`src/rtl/xgmii_udp_rx_if.sv`:
```
// XGMII receive words in; parsed header fields of the last accepted frame and saturating frame statistics out.
interface xgmii_udp_rx_if #(
    parameter int CNT_W = 32
);
    logic [63:0]      xgmii_rxd;
    logic [7:0]       xgmii_rxc;
    logic [47:0]      rx_mac_dst;
    logic [47:0]      rx_mac_src;
    logic [31:0]      rx_ipv4_src;
    logic [15:0]      rx_uport_src;
    logic [15:0]      rx_udp_len;
    logic             pkt_valid;
    logic [CNT_W-1:0] pkt_cnt;
    logic [CNT_W-1:0] crc_err_cnt;
    logic [CNT_W-1:0] drop_cnt;

    modport master (
        output xgmii_rxd, xgmii_rxc,
        input  rx_mac_dst, rx_mac_src, rx_ipv4_src, rx_uport_src, rx_udp_len,
        input  pkt_valid, pkt_cnt, crc_err_cnt, drop_cnt
    );

    modport slave (
        input  xgmii_rxd, xgmii_rxc,
        output rx_mac_dst, rx_mac_src, rx_ipv4_src, rx_uport_src, rx_udp_len,
        output pkt_valid, pkt_cnt, crc_err_cnt, drop_cnt
    );
endinterface

```
`src/rtl/xgmii_udp_rx.sv`:
```
// XGMII UDP receiver: parses/filters Eth-IPv4-UDP frames, counts them; pkt_valid and counters 2 edges after the /T/ or abort word.
// No backpressure, one word per cycle. `RX_CRC_CHECK_EN enables the FCS check (otherwise crc_err_cnt stays 0).
module xgmii_udp_rx #(
    parameter logic [31:0] IPV4_DST  = 32'hC0A80266,
    parameter logic [15:0] UPORT_DST = 16'd9,
    parameter int          CNT_W     = 32
) (
    input  logic          xgmii_clk,
    input  logic          sys_rst_n,
    xgmii_udp_rx_if.slave bus
);
    localparam logic [1:0] S_IDLE = 2'd0;
    localparam logic [1:0] S_HDR  = 2'd1;
    localparam logic [1:0] S_PAY  = 2'd2;

    logic [7:0]  w_c;
    logic [7:0]  w_b [8];
    logic        w_is_s, w_is_e, w_is_t, w_all_c;
    logic [3:0]  w_t_lane;

    assign w_c = bus.xgmii_rxc;

    // Lowest /T/ lane wins, hence the descending scan.
    always_comb begin
        w_is_e   = 1'b0;
        w_is_t   = 1'b0;
        w_t_lane = 4'd8;
        for (int k = 7; k >= 0; k--) begin
            w_b[k] = bus.xgmii_rxd[8*k +: 8];
            if (w_c[k] && w_b[k] == 8'hFE) w_is_e = 1'b1;
            if (w_c[k] && w_b[k] == 8'hFD) begin
                w_is_t   = 1'b1;
                w_t_lane = 4'(k);
            end
        end
        w_is_s  = w_c[0] && (w_b[0] == 8'hFB);
        w_all_c = &w_c;
    end

    logic [1:0]  r_state;
    logic [2:0]  r_wcnt;
    logic [13:0] r_cnt;
    logic        w_abort, w_end, w_len_ok, w_match, w_crc_ok;
    logic [3:0]  w_nbytes;
    logic [14:0] w_sum;
    logic [13:0] w_cnt_sat;

    assign w_abort   = w_is_s || w_is_e || (w_all_c && !w_is_t);
    assign w_end     = w_abort || w_is_t;
    assign w_nbytes  = w_is_t ? w_t_lane : 4'd8;
    assign w_sum     = {1'b0, r_cnt} + {11'd0, w_nbytes};
    assign w_cnt_sat = w_sum[14] ? 14'h3FFF : w_sum[13:0];
    assign w_len_ok  = (w_cnt_sat >= 14'd64) && (w_cnt_sat <= 14'd1518);

    logic [47:0] r_sh_mac_dst, r_sh_mac_src;
    logic [31:0] r_sh_ip_src, r_sh_ip_dst;
    logic [15:0] r_sh_sport, r_sh_dport, r_sh_ulen, r_sh_etype;
    logic [7:0]  r_sh_vihl, r_sh_proto;

    assign w_match = (r_sh_etype == 16'h0800) && (r_sh_vihl == 8'h45) && (r_sh_proto == 8'h11)
                  && (r_sh_ip_dst == IPV4_DST) && (r_sh_dport == UPORT_DST);

`ifdef RX_CRC_CHECK_EN
    function automatic logic [31:0] crc_upd(input logic [31:0] crc_in, input logic [63:0] d,
                                            input logic [3:0] n);
        logic [31:0] c;
        c = crc_in;
        for (int b = 0; b < 8; b++) begin
            if (4'(b) < n) begin
                c = c ^ {24'd0, d[8*b +: 8]};
                for (int i = 0; i < 8; i++) c = c[0] ? ((c >> 1) ^ 32'hEDB88320) : (c >> 1);
            end
        end
        return c;
    endfunction

    logic [31:0] r_crc, w_crc_nxt;
    logic        r_end_crc_bad;
    assign w_crc_nxt = crc_upd(r_crc, bus.xgmii_rxd, w_nbytes);
    // Running over data plus FCS leaves the fixed CRC-32 residue when the FCS is right.
    assign w_crc_ok  = (w_crc_nxt == 32'hDEBB20E3);

    always_ff @(posedge xgmii_clk or negedge sys_rst_n) begin
        if (!sys_rst_n) begin
            r_crc         <= 32'hFFFFFFFF;
            r_end_crc_bad <= 1'b0;
        end else begin
            if (r_state == S_IDLE || w_end) r_crc <= 32'hFFFFFFFF;
            else                            r_crc <= w_crc_nxt;
            if (r_state != S_IDLE && w_end) r_end_crc_bad <= !w_crc_ok;
        end
    end
`else
    assign w_crc_ok = 1'b1;
`endif

    logic r_end_vld, r_end_bad, r_end_match;

    always_ff @(posedge xgmii_clk or negedge sys_rst_n) begin
        if (!sys_rst_n) begin
            r_state     <= S_IDLE;
            r_wcnt      <= 3'd0;
            r_cnt       <= 14'd0;
            r_end_vld   <= 1'b0;
            r_end_bad   <= 1'b0;
            r_end_match <= 1'b0;
        end else begin
            r_end_vld <= 1'b0;
            if (r_state == S_IDLE) begin
                if (w_is_s) begin
                    r_state <= S_HDR;
                    r_wcnt  <= 3'd0;
                    r_cnt   <= 14'd0;
                end
            end else if (w_end) begin
                r_end_vld   <= 1'b1;
                r_end_bad   <= w_abort || !w_len_ok;
                r_end_match <= w_match;
                r_wcnt      <= 3'd0;
                r_cnt       <= 14'd0;
                r_state     <= w_is_s ? S_HDR : S_IDLE;
            end else begin
                r_cnt <= w_cnt_sat;
                if (r_state == S_HDR) begin
                    r_wcnt <= r_wcnt + 3'd1;
                    if (r_wcnt == 3'd4) r_state <= S_PAY;
                end
            end
        end
    end

    always_ff @(posedge xgmii_clk or negedge sys_rst_n) begin
        if (!sys_rst_n) begin
            r_sh_mac_dst <= '0; r_sh_mac_src <= '0; r_sh_ip_src <= '0; r_sh_ip_dst <= '0;
            r_sh_sport   <= '0; r_sh_dport   <= '0; r_sh_ulen   <= '0; r_sh_etype  <= '0;
            r_sh_vihl    <= '0; r_sh_proto   <= '0;
        end else if (r_state == S_HDR && !w_is_s) begin
            case (r_wcnt)
                3'd0: begin
                    r_sh_mac_dst        <= {w_b[0], w_b[1], w_b[2], w_b[3], w_b[4], w_b[5]};
                    r_sh_mac_src[47:32] <= {w_b[6], w_b[7]};
                end
                3'd1: begin
                    r_sh_mac_src[31:0] <= {w_b[0], w_b[1], w_b[2], w_b[3]};
                    r_sh_etype         <= {w_b[4], w_b[5]};
                    r_sh_vihl          <= w_b[6];
                end
                3'd2: r_sh_proto <= w_b[7];
                3'd3: begin
                    r_sh_ip_src        <= {w_b[2], w_b[3], w_b[4], w_b[5]};
                    r_sh_ip_dst[31:16] <= {w_b[6], w_b[7]};
                end
                3'd4: begin
                    r_sh_ip_dst[15:0] <= {w_b[0], w_b[1]};
                    r_sh_sport        <= {w_b[2], w_b[3]};
                    r_sh_dport        <= {w_b[4], w_b[5]};
                    r_sh_ulen         <= {w_b[6], w_b[7]};
                end
                default: ;
            endcase
        end
    end

    logic w_fcs_bad;
`ifdef RX_CRC_CHECK_EN
    assign w_fcs_bad = r_end_crc_bad;
`else
    assign w_fcs_bad = 1'b0;
`endif

    logic             r_cls_pkt, r_cls_drop, r_pkt_valid;
    logic [CNT_W-1:0] r_pkt_cnt, r_drop_cnt;
    logic [47:0]      r_mac_dst, r_mac_src;
    logic [31:0]      r_ip_src;
    logic [15:0]      r_sport, r_ulen;

    always_ff @(posedge xgmii_clk or negedge sys_rst_n) begin
        if (!sys_rst_n) begin
            r_cls_pkt   <= 1'b0;
            r_cls_drop  <= 1'b0;
            r_pkt_valid <= 1'b0;
            r_pkt_cnt   <= '0;
            r_drop_cnt  <= '0;
            r_mac_dst   <= '0;
            r_mac_src   <= '0;
            r_ip_src    <= '0;
            r_sport     <= '0;
            r_ulen      <= '0;
        end else begin
            r_cls_pkt   <= r_end_vld && !r_end_bad && !w_fcs_bad && r_end_match;
            r_cls_drop  <= r_end_vld && (r_end_bad || (!w_fcs_bad && !r_end_match));
            r_pkt_valid <= r_cls_pkt;
            if (r_cls_drop && r_drop_cnt != '1) r_drop_cnt <= r_drop_cnt + CNT_W'(1);
            // Shadows still hold this frame: the next /S/ is at least one edge away from its word 0.
            if (r_cls_pkt) begin
                if (r_pkt_cnt != '1) r_pkt_cnt <= r_pkt_cnt + CNT_W'(1);
                r_mac_dst <= r_sh_mac_dst;
                r_mac_src <= r_sh_mac_src;
                r_ip_src  <= r_sh_ip_src;
                r_sport   <= r_sh_sport;
                r_ulen    <= r_sh_ulen;
            end
        end
    end

`ifdef RX_CRC_CHECK_EN
    logic             r_cls_crc;
    logic [CNT_W-1:0] r_crc_cnt;
    always_ff @(posedge xgmii_clk or negedge sys_rst_n) begin
        if (!sys_rst_n) begin
            r_cls_crc <= 1'b0;
            r_crc_cnt <= '0;
        end else begin
            r_cls_crc <= r_end_vld && !r_end_bad && w_fcs_bad;
            if (r_cls_crc && r_crc_cnt != '1) r_crc_cnt <= r_crc_cnt + CNT_W'(1);
        end
    end
    assign bus.crc_err_cnt = r_crc_cnt;
`else
    assign bus.crc_err_cnt = '0;
`endif

    assign bus.pkt_valid    = r_pkt_valid;
    assign bus.pkt_cnt      = r_pkt_cnt;
    assign bus.drop_cnt     = r_drop_cnt;
    assign bus.rx_mac_dst   = r_mac_dst;
    assign bus.rx_mac_src   = r_mac_src;
    assign bus.rx_ipv4_src  = r_ip_src;
    assign bus.rx_uport_src = r_sport;
    assign bus.rx_udp_len   = r_ulen;
endmodule

```
`src/flat_wrapper.sv`:
```
// flat-port wrapper written by rule: the top's interface ports become plain ports
module xgmii_udp_rx_flat 
#(
    parameter logic [31:0] IPV4_DST  = 32'hC0A80266,
    parameter logic [15:0] UPORT_DST = 16'd9,
    parameter int          CNT_W     = 32
)
  (xgmii_clk, sys_rst_n, bus_xgmii_rxd, bus_xgmii_rxc, bus_rx_mac_dst, bus_rx_mac_src, bus_rx_ipv4_src, bus_rx_uport_src, bus_rx_udp_len, bus_pkt_valid, bus_pkt_cnt, bus_crc_err_cnt, bus_drop_cnt);
  xgmii_udp_rx_if #(.CNT_W(CNT_W)) bus_i ();
  input  logic xgmii_clk;
  input  logic sys_rst_n;
  input wire logic [$bits(bus_i.xgmii_rxd)-1:0] bus_xgmii_rxd;
  input wire logic [$bits(bus_i.xgmii_rxc)-1:0] bus_xgmii_rxc;
  output wire logic [$bits(bus_i.rx_mac_dst)-1:0] bus_rx_mac_dst;
  output wire logic [$bits(bus_i.rx_mac_src)-1:0] bus_rx_mac_src;
  output wire logic [$bits(bus_i.rx_ipv4_src)-1:0] bus_rx_ipv4_src;
  output wire logic [$bits(bus_i.rx_uport_src)-1:0] bus_rx_uport_src;
  output wire logic [$bits(bus_i.rx_udp_len)-1:0] bus_rx_udp_len;
  output wire logic [$bits(bus_i.pkt_valid)-1:0] bus_pkt_valid;
  output wire logic [$bits(bus_i.pkt_cnt)-1:0] bus_pkt_cnt;
  output wire logic [$bits(bus_i.crc_err_cnt)-1:0] bus_crc_err_cnt;
  output wire logic [$bits(bus_i.drop_cnt)-1:0] bus_drop_cnt;
  assign bus_i.xgmii_rxd = bus_xgmii_rxd;
  assign bus_i.xgmii_rxc = bus_xgmii_rxc;
  assign bus_rx_mac_dst = bus_i.rx_mac_dst;
  assign bus_rx_mac_src = bus_i.rx_mac_src;
  assign bus_rx_ipv4_src = bus_i.rx_ipv4_src;
  assign bus_rx_uport_src = bus_i.rx_uport_src;
  assign bus_rx_udp_len = bus_i.rx_udp_len;
  assign bus_pkt_valid = bus_i.pkt_valid;
  assign bus_pkt_cnt = bus_i.pkt_cnt;
  assign bus_crc_err_cnt = bus_i.crc_err_cnt;
  assign bus_drop_cnt = bus_i.drop_cnt;
  xgmii_udp_rx #(.IPV4_DST(IPV4_DST), .UPORT_DST(UPORT_DST), .CNT_W(CNT_W)) u_core (.xgmii_clk(xgmii_clk), .sys_rst_n(sys_rst_n), .bus(bus_i));
endmodule
```
`config.mk`:
```
export PLATFORM = sky130hd
export DESIGN_NAME = xgmii_udp_rx_flat
export DESIGN_NICKNAME = d
export VERILOG_FILES = /design/src/rtl/xgmii_udp_rx_if.sv /design/src/rtl/xgmii_udp_rx.sv /design/src/flat_wrapper.sv
export SDC_FILE = /design/constraint.sdc
export NUM_CORES = 1
export LEC_CHECK = 0
export ABC_AREA = 1
export BUFFER_PORTS_ARGS = -buffer_cell sky130_fd_sc_hd__buf_2
export CAP_MARGIN = 20
export CELL_PAD_IN_SITES_DETAIL_PLACEMENT = 1
export CELL_PAD_IN_SITES_GLOBAL_PLACEMENT = 1
export CORE_ASPECT_RATIO = 1.2
export CORE_MARGIN = 5
export CORE_UTILIZATION = 30
export CTS_CLUSTER_DIAMETER = 40
export CTS_CLUSTER_SIZE = 8
export DETAILED_ROUTE_END_ITERATION = 16
export GPL_TIMING_DRIVEN = 1
export PLACE_DENSITY = 0.56
export SYNTH_ARGS = -nofsm -noshare
export SYNTH_HDL_FRONTEND = slang
export SYNTH_SLANG_ARGS = --single-unit
```
`constraint.sdc`:
```
create_clock -name xgmii_clk -period 6.16 [get_ports xgmii_clk]
set_input_delay 1.232 -clock xgmii_clk [delete_from_list [all_inputs] [get_ports xgmii_clk]]
set_output_delay 1.232 -clock xgmii_clk [all_outputs]
set_load 0.01 [all_outputs]
```
==> metrics.csv, run 1 <==
metric;value;unit
synthToLayoutAreaGrowth;25.8;%
synth_ff_type;dfrtp_1;
cts-hold-fix-buffers;0;
mostFrequentLayoutCell;dfrtp_1;
first_pass_grt_wire_length;99500;microns
worst_path_dominant_cell_family;simple AND/OR/NAND/NOR gates;
final.setup.tns;0;ps
groute.usage.overall;16.6;%
firstDrtPassIters;5;
fillers;7814;
initial_core_util;30.1;%
row_count;106;
layout_common_cells;dfrtp_1, nand2_1, buf_2;
final-max-slew-violation-count;0;
rsz_0062_raised_after_global_routing;no;
number_of_setup_violations_in_the_final_report;0;
ctsResizeCount;0;
detailed_place.area;23200;sq um
fmax;243;MHz
floorplan.die.height;299;microns
crit-reg2reg-launch;u_core.r_state[1];
finish.net_count;2460;
clk_transition_reported_paths;50;ps
max_slew.worst_pin.slew;989;ps
max_cap_violations;0;
terminus_of_the_critical_flop_to_flop_path;u_core.r_sh_mac_dst[1];
io-pin-count;331;
critPathMostFrequentCell;nand2_1;
final_cell_area;26200;sq um
post-route-min-period;4120;ps
timing_hold_violations_final;0;
hold_path.startpoint;u_core.r_end_bad;
worst-endpoint-required;6640;ps
cp.buffers_inverters;3;
timing.reg2reg.worst_path_depth;7;
routed_wl;62800;microns
clock-skew-final;22.5;ps
detail_route.vias_per_cell;4.64;
synth.distinct_cells;38;
netlist_instances;2050;
result_of_the_run;finished clean;
synth_enable_flop_cells;0;
drive_gt1_share;26.3;%
cts_root_buffer;clkbuf_16;
clock-sinks;489;
clock_insertion_delay_worst_skew;610;ps
timing.hold.worst_path_depth;1;
tritoncts_clock_tree;built;
max_stage_delay;440;ps
drt_drc_violations_left;0;
gpl.final_weighted_congestion;0.825;
cp_slowest_cell;nor3_1;
remaining_number_of_nets_flagged_by_the_antenna_check_after_routing;0;
detailed_placement_wirelength_estimate;45200;microns
powerDensity;346;nW/um^2
cts_made_buffers;88;
die_width;251;microns
synth_async_sr_flop_share;100;%
hp-class;reg2reg;
die_area;74900;sq um
worstHoldEndpoint;u_core.r_cls_pkt;
post-route-period-util;66.8;%
numPortBuffers;298;
grt.overflow.total;0;
worstSetupStartpointType;input pin;
worst_ir_drop_vdd;0.218;mV
grt_start_max_net_pins;139;
post_synth.cell_area_avg;10.2;sq um
yosysSeqAreaShare;58.7;%
core_region_area;69400;sq um
initialDrtViolationCount;676;
cts-htree-levels;3;
yosys_register_bits;489;
layout.core_utilization;37.8;%
number_of_antenna_violations_at_the_first_check_in_global_routing;7;
total_power_draw;9.08;mW
vias;15600;
post_synth_instance_area;20900;sq um
cts_setup_buffers;0;
end_kind;flip-flop;
routedWlPerCell;18.7;microns
reg2reg_slack;3580;ps
synthesis.yosys.warnings;0;
critPathArrivalTime;4590;ps
max-clock-path-buffers;3;
first_global_vias;17100;
worst_slew_margin_rel;34.1;%
critical_path.max_fanout;5;
crit_type;in2reg;
static-leakage-power;13.4;nW
synth_stat cells (all sizes together) (2+ instances only):
master	count	area share (%)
nand3b	3	0.11
inv	191	3.4
nor3	42	1.1
nand3	64	1.6
o21a	81	2.9
buf	70	2.1
nor2	120	2.3
xnor2	25	1.0
nor4	16	0.51
xor2	35	1.5
ha	11	0.66
mux2	157	8.5
o22ai	6	0.18
dfrtp	489	59
nand2	467	8.5
a21oi	5	0.12
nand4	47	1.4
o21ai	176	4.2
or2	2	0.060
clkbuf	37	0.67
per-stage QoR:
stage | std cells | hold slack (ps) | setup WS [ps]
floorplan | 2081 | 391 | 2460
global placement | 3202 | 457 | 1440
detailed placement | 3202 | 470 | 1380
CTS | 3355 | 464 | 2010
global route | 3356 | 499 | 1680
finish | 3360 | 453 | 2040
metal layers:
metal  vias to the layer above  global-route usage (%)  routed length, microns
li1                       7307                       -                       -
met1                      7884                    20.7                   26400
met2                       309                    29.2                   31800
met3                        90                    3.28                    3230
met4                         2                    4.90                    1390
met5                         -                       0                      13
state kept, by name (all words and copies together), names as in the netlist, 2 cells and up:
| signal | cells |
|---|---|
| u_core.bus.drop_cnt | 32 |
| u_core.bus.pkt_cnt | 32 |
| u_core.bus.rx_ipv4_src | 32 |
| u_core.bus.rx_mac_dst | 48 |
| u_core.bus.rx_mac_src | 48 |
| u_core.bus.rx_udp_len | 16 |
| u_core.bus.rx_uport_src | 16 |
| u_core.r_cnt | 14 |
| u_core.r_sh_dport | 16 |
| u_core.r_sh_etype | 16 |
| u_core.r_sh_ip_dst | 32 |
| u_core.r_sh_ip_src | 32 |
| u_core.r_sh_mac_dst | 48 |
| u_core.r_sh_mac_src | 48 |
| u_core.r_sh_proto | 8 |
| u_core.r_sh_sport | 16 |
| u_core.r_sh_ulen | 16 |
| u_core.r_sh_vihl | 8 |
| u_core.r_state | 2 |
| u_core.r_wcnt | 3 |
area by class of cell:
cell class	instances	area, sq um	share of cell area, %
flip-flops and latches	489	12200	46.7
multi-input cells	1293	7470	28.5
clock buffers	124	2540	9.69
repair buffers	310	1650	6.31
well taps	918	1150	4.38
inverters	192	722	2.75
clock inverters	29	445	1.70
diodes	5	12.5	0.0477
power by group:
part           internal (mW)  switching [mW]  total (mW)  leakage, nW
sequential              3.41           0.125        3.53         6.61
clock                   3.23            1.62        4.85         1.46
combinational          0.232           0.471       0.704         5.33
logic make-up after synthesis:
logic type      after synthesis  synth area share (%)
flops                       489                  58.7
compound gates              270                  7.51
fa+ha+maj                    12                 0.756
simple gates                762                  15.8
xor+xnor                     60                  2.52
mux                         157                  8.48
buf+inv                     299                  6.28
other cells                   1                0.0180
worst max-delay path by stage:
stage | startpoint | to | depth (start not counted)
detailed placement | bus_xgmii_rxd[39] | u_core.r_end_bad | 23
finish | bus_xgmii_rxd[63] | u_core.r_end_bad | 26
global placement | bus_xgmii_rxd[39] | u_core.r_end_bad | 23
floorplan | bus_xgmii_rxd[55] | u_core.r_end_bad | 20
CTS | bus_xgmii_rxd[39] | u_core.r_end_bad | 23
global route | bus_xgmii_rxd[46] | u_core.r_end_bad | 24
(Power assumes the default switching activity.)
==> inputs of run 2 (changes only) <==
Clock period 6.16 ns to 3.8 ns, I/O delays scaled along.
==> metrics.csv, run 2 (synthesis results as in run 1) <==
metric;value;unit;change
worst_slew_margin_rel;46.0;%;+12 points
critical_path.max_fanout;6;;+1
routedWlPerCell;18.3;microns;-2.0%
post-route-min-period;3370;ps;
numPlacedInstances;3260;;+1.8%
rsz_0062_raised_after_global_routing;no;;
area.sequential;12200;sq um;unchanged
worst_slack;435;ps;-1610 ps
instances_no_fill;3425;;+1.9%
layout_common_cells;dfrtp_1, nand2_1, buf_2;;
static-leakage-power;13.8;nW;+2.9%
number_of_antenna_violations_at_the_first_check_in_global_routing;9;;+2
cp_slowest_cell;nor3_1;;
core_region_area;69400;sq um;unchanged
cts-hold-fix-buffers;0;;unchanged
clock_insertion_delay_worst_skew;620;ps;about the same
initial_core_util;30.1;%;unchanged
detail_route.vias_per_cell;4.59;;-1.0%
cellInternalPower;11.5;mW;+67%
worst-endpoint-required;4330;ps;-2310 ps
power.net_switching;3.73;mW;+68%
powerDensity;565;nW/um^2;+63%
terminus_of_the_critical_flop_to_flop_path;u_core.r_end_bad;;
max-clock-path-buffers;3;;unchanged
fillers;7850;;+0.46%
crit_type;in2reg;;
dr_wl_met3;3230;microns;about the same
p_clk_share;54.0;%;+0.6 points
timing_hold_violations_final;0;;unchanged
multi_input_gate_area_in_the_final_layout;7470;sq um;unchanged
final.setup.tns;0;ps;unchanged
crit-reg2reg-launch;u_core.r_cnt[0];;
critPathArrivalTime;3900;ps;-690 ps
die_width;251;microns;unchanged
worst_ir_drop_vdd;0.316;mV;+45%
max_stage_delay;460;ps;+20 ps
crit_chain;buf_2 -> inv_1 -> nor3_1 -> nand4_1 -> nand2_1 -> nand2_1 -> nand2_1 -> a21boi_0 -> ha_1 -> fa_1 -> nand2_1 -> nand2_1 -> nand3_2 -> nor2_4 -> nand2_2 -> nand2_1 -> nor2_1 -> nand3_1 -> nor2_1 -> nand2_1 -> nand2_1 -> nand2_1 -> a21oi_1;;
timing.reg2reg.worst_path_depth;15;;+8
gpl.final_weighted_congestion;0.813;;-1.5%
tritoncts_clock_tree;built;;
ctsResizeCount;0;;unchanged
clock-skew-final;19.4;ps;-3.18 ps
comb_power_share;8.3;%;+0.6 points
grt_start_max_net_pins;129;;-7.2%
vias;15700;;+0.88%
max_cap_violations;0;;unchanged
cts_setup_buffers;0;;unchanged
hp-class;in2async;;
routed_wl;62700;microns;-0.13%
clk_transition_reported_paths;50;ps;about the same
whs;157;ps;-295 ps
top_layer_used;met5;;
io-pin-count;331;;unchanged
groute.usage.overall;16.7;%;+0.057 points
drive_gt1_share;28.7;%;+2.4 points
first_global_vias;17300;;+1.5%
critPathMostFrequentCell;nand2_1;;
synthToLayoutAreaGrowth;28.9;%;
end_kind;flip-flop;;
drt_drc_violations_left;0;;unchanged
worstSetupStartpointType;input pin;;
fmax;297;MHz;
result_of_the_run;finished clean;;
detailroute.wirelength.met2;31900;microns;+0.52%
post-route-period-util;88.6;%;
cts-htree-levels;3;;unchanged
row_count;106;;unchanged
cts_root_buffer;clkbuf_16;;
remaining_number_of_nets_flagged_by_the_antenna_check_after_routing;0;;unchanged
max_slew.worst_pin.slew;803;ps;-186 ps
initialDrtViolationCount;596;;-12%
net_sw_share;24.5;%;+0.16 points
numPortBuffers;298;;unchanged
clock-sinks;489;;unchanged
firstDrtPassIters;4;;-1
first_pass_grt_wire_length;100000;microns;+0.73%
detailed_placement_wirelength_estimate;45300;microns;+0.39%
finish.net_count;2524;;+2.6%
pwr-share-seq;37.7;%;-1.2 points
reg2reg_slack;1480;ps;-2100 ps
grt.overflow.total;0;;unchanged
floorplan.die.height;299;microns;unchanged
detailedPlace.worstSlack;-379;ps;-1760 ps
die_area;74900;sq um;unchanged
cts_made_buffers;94;;+6.8%
number_of_setup_violations_in_the_final_report;0;;unchanged
mostFrequentLayoutCell;dfrtp_1;;
final-max-slew-violation-count;0;;unchanged
met1_layer_wirelength_in_the_final_routing;26200;microns;-0.78%
-- run 2: worst max-delay path, delay by kind of cell --
family                   cells  cell delay [ps]
AO/OA/AOI/OAI                2              200
adder cells (fa/ha/maj)      2              610
buffers and inverters        2              110
AND/OR/NAND/NOR             17             2210
-- run 2: area by class of cell --
type	instances	area share, %
clock buffers	123	10.0
multi-input cells	1293	27.8
flip-flops and latches	489	45.5
diodes	3	0.0279
inverters	192	2.68
clock inverters	39	1.72
well taps	918	4.27
repair buffers	368	8.00
-- run 2: metal layers --
metal  vias up  GRT usage (%)
met5         -              0
met4         8           4.46
met3       105           3.54
met2       331           29.6
met1      7829           20.7
li1       7456              -
-- run 2: worst max path at each step --
stage	slack, ps	endpoint	start	cells past startpoint
after floorplan	570	u_core.r_end_bad	bus_xgmii_rxd[55]	20
after global placement	-340	u_core.r_end_bad	bus_xgmii_rxd[39]	23
after detailed placement	-380	u_core.r_end_bad	bus_xgmii_rxd[39]	23
after CTS	270	u_core.r_end_bad	bus_xgmii_rxd[39]	23
after global routing	20	u_core.r_end_bad	bus_xgmii_rxd[63]	25
final	430	u_core.r_end_bad	bus_xgmii_rxd[39]	23
-- run 2: per-stage QoR --
step                      power [mW]  area, sq um  utilization, %
final                           15.2        26900            38.8
after global routing            15.9        26900            38.8
after floorplan                 6.43        21000               -
after global placement          7.07        23700            34.2
after detailed placement        7.10        23700            34.2
after CTS                       15.5        26900            38.8
-- run 2: power groups by stage --
stage                     registers (mW)  logic (mW)  clock network, mW
after floorplan                     5.78       0.641                  0
after global placement              5.80        1.27                  0
after CTS                           5.73        1.30               8.44
after detailed placement            5.81        1.29                  0
after global routing                5.76        1.44               8.71
final                               5.73        1.26               8.21
==> inputs of run 3 (changes only) <==
Settings changed: PLACE_DENSITY 0.56 to unset, PLACE_DENSITY_LB_ADDON set to 0.05.
==> metrics.csv, run 3 (synthesis results as in run 1) <==
metric;value;unit;change
result_of_the_run;finished clean;;
firstDrtPassIters;6;;+2
worst-endpoint-required;4320;ps;about the same
timing.reg2reg.worst_path_depth;13;;-2
io-pin-count;331;;unchanged
crit_chain;buf_2 -> inv_1 -> nor3_1 -> nand3_1 -> nand2_1 -> nor2_1 -> nand2_1 -> inv_1 -> ha_1 -> nand2_1 -> inv_1 -> nand2_1 -> nand3_1 -> nand3_1 -> inv_1 -> nor2_1 -> nand3_1 -> nor2_1 -> nand2_1 -> nand2_1 -> nand2_1 -> a21oi_1;;
row_count;106;;unchanged
multi_input_gate_area_in_the_final_layout;7470;sq um;unchanged
cts-htree-levels;3;;unchanged
timing_hold_violations_final;0;;unchanged
max-clock-path-buffers;3;;unchanged
clock-skew-final;32.9;ps;+13.5 ps
static-leakage-power;13.9;nW;+0.81%
final.setup.tns;0;ps;unchanged
final_cell_area;27200;sq um;+1.0%
numPortBuffers;298;;unchanged
pwr-share-seq;36.1;%;-1.6 points
finish.net_count;2526;;+0.079%
floorplan.die.height;299;microns;unchanged
gpl.final_weighted_congestion;0.833;;+2.4%
total_power_draw;15.9;mW;+4.5%
drt_drc_violations_left;0;;unchanged
whs;88.0;ps;-69.4 ps
first_global_vias;17000;;-1.9%
detail_route.vias_per_cell;4.59;;about the same
synthToLayoutAreaGrowth;30.3;%;
post-route-period-util;86.6;%;-2.0 points
ctsResizeCount;0;;unchanged
routedWlPerCell;18.6;microns;+1.7%
groute.usage.overall;17.0;%;+0.30 points
worstSetupStartpointType;input pin;;
grt.overflow.total;0;;unchanged
net_sw_share;24.1;%;-0.46 points
mostFrequentLayoutCell;dfrtp_1;;
fmax;304;MHz;+2.3%
initial_core_util;30.1;%;unchanged
power.net_switching;3.82;mW;+2.5%
final-max-slew-violation-count;0;;unchanged
grt_start_max_net_pins;124;;-3.9%
worst_ir_drop_vdd;0.353;mV;+12%
clock-sinks;489;;unchanged
cts_root_buffer;clkbuf_16;;
comb_power_share;7.7;%;-0.6 points
p_clk_share;56.2;%;+2.2 points
cp_slowest_cell;nor3_1;;
worst_slew_margin_rel;49.8;%;+3.8 points
clk_transition_reported_paths;40;ps;about the same
max_stage_delay;520;ps;+60 ps
clock_insertion_delay_worst_skew;630;ps;about the same
die_area;74900;sq um;unchanged
drive_gt1_share;28.6;%;-0.091 points
hp-class;in2async;;
area.sequential;12200;sq um;unchanged
terminus_of_the_critical_flop_to_flop_path;u_core.bus.drop_cnt[30];;
critical_path.max_fanout;6;;unchanged
cellInternalPower;12.1;mW;+5.1%
fillers;7825;;-0.32%
powerDensity;584;nW/um^2;+3.4%
cts-hold-fix-buffers;0;;unchanged
layout_common_cells;dfrtp_1, nand2_1, buf_2;;
reg2reg_slack;1380;ps;-100 ps
vias;15800;;+0.24%
cts_made_buffers;96;;+2.1%
initialDrtViolationCount;688;;+15%
post-route-min-period;3290;ps;-74.3 ps
detailed_placement_wirelength_estimate;46700;microns;+3.1%
number_of_antenna_violations_at_the_first_check_in_global_routing;6;;-3
tritoncts_clock_tree;built;;
max_slew.worst_pin.slew;753;ps;-50.0 ps
die_width;251;microns;unchanged
core_region_area;69400;sq um;unchanged
rsz_0062_raised_after_global_routing;no;;
cts_setup_buffers;0;;unchanged
end_kind;flip-flop;;
crit-reg2reg-launch;u_core.bus.drop_cnt[0];;
critPathMostFrequentCell;nand2_1;;
number_of_setup_violations_in_the_final_report;0;;unchanged
critPathArrivalTime;3820;ps;-80 ps
crit_type;in2reg;;
max_cap_violations;0;;unchanged
detailed_place.area;23700;sq um;about the same
routed_wl;64000;microns;+2.0%
first_pass_grt_wire_length;101000;microns;+0.72%
remaining_number_of_nets_flagged_by_the_antenna_check_after_routing;0;;unchanged
[run 3: cell types whose count changed in the layout (fill, tap and decap cells not counted), moves of 2 or more]
cell,delta
diode_2,+2
bufinv_16,+9
clkinv_2,-5
clkbuf_1,+8
clkbuf_8,-6
clkinv_16,+2
[run 3: layout make-up]
type,instances,share of cell area (%)
sequential,489,45.1
multi-input combinational,1293,27.5
clock buffer,126,9.81
timing repair buffer,368,7.88
tap,918,4.23
clock inverter,44,2.84
inverter,192,2.66
antenna,5,0.0461
[run 3: worst max-delay path: cells and delay by family]
kind	cells	cell delay (ps)
buffers and inverters	5	310
adder cells (fa/ha/maj)	1	350
AND/OR/NAND/NOR	15	2290
AO/OA/AOI/OAI	1	120
[run 3: worst max-delay path by stage]
stage	startpoint	to	slack [ps]	cells after the start
finish	bus_xgmii_rxd[15]	u_core.r_end_bad	510	22
global route	bus_xgmii_rxd[62]	u_core.r_end_bad	30	26
CTS	bus_xgmii_rxd[15]	u_core.r_end_bad	410	22
detailed placement	bus_xgmii_rxd[15]	u_core.r_end_bad	-230	22
global placement	bus_xgmii_rxd[15]	u_core.r_end_bad	-190	22
floorplan	bus_xgmii_rxd[55]	u_core.r_end_bad	570	20
[run 3: layer usage]
metal | vias to the layer above | global-route usage, % | wire length (microns) | part of all wire, %
li1 | 7458 | - | - | -
met1 | 7890 | 22.1 | 28100 | 44
met2 | 328 | 28.9 | 31600 | 49
met3 | 90 | 3.34 | 3030 | 4.7
met4 | 0 | 4.93 | 1300 | 2.0
met5 | - | 0 | 0 | 0
[run 3: through the flow]
step | cells | setup slack [ps] | utilization, %
floorplan | 2081 | 574 | -
global placement | 3260 | -190 | 34.2
detailed placement | 3260 | -226 | 34.2
CTS | 3430 | 409 | 39.1
global route | 3430 | 32.8 | 39.1
finish | 3435 | 509 | 39.2
[run 3: power by group through the flow]
stage | sequential, mW | combinational [mW] | clock [mW]
floorplan | 5.78 | 0.641 | 0
global placement | 5.81 | 1.24 | 0
detailed placement | 5.81 | 1.26 | 0
CTS | 5.74 | 1.26 | 9.16
global route | 5.77 | 1.40 | 9.45
finish | 5.73 | 1.22 | 8.92
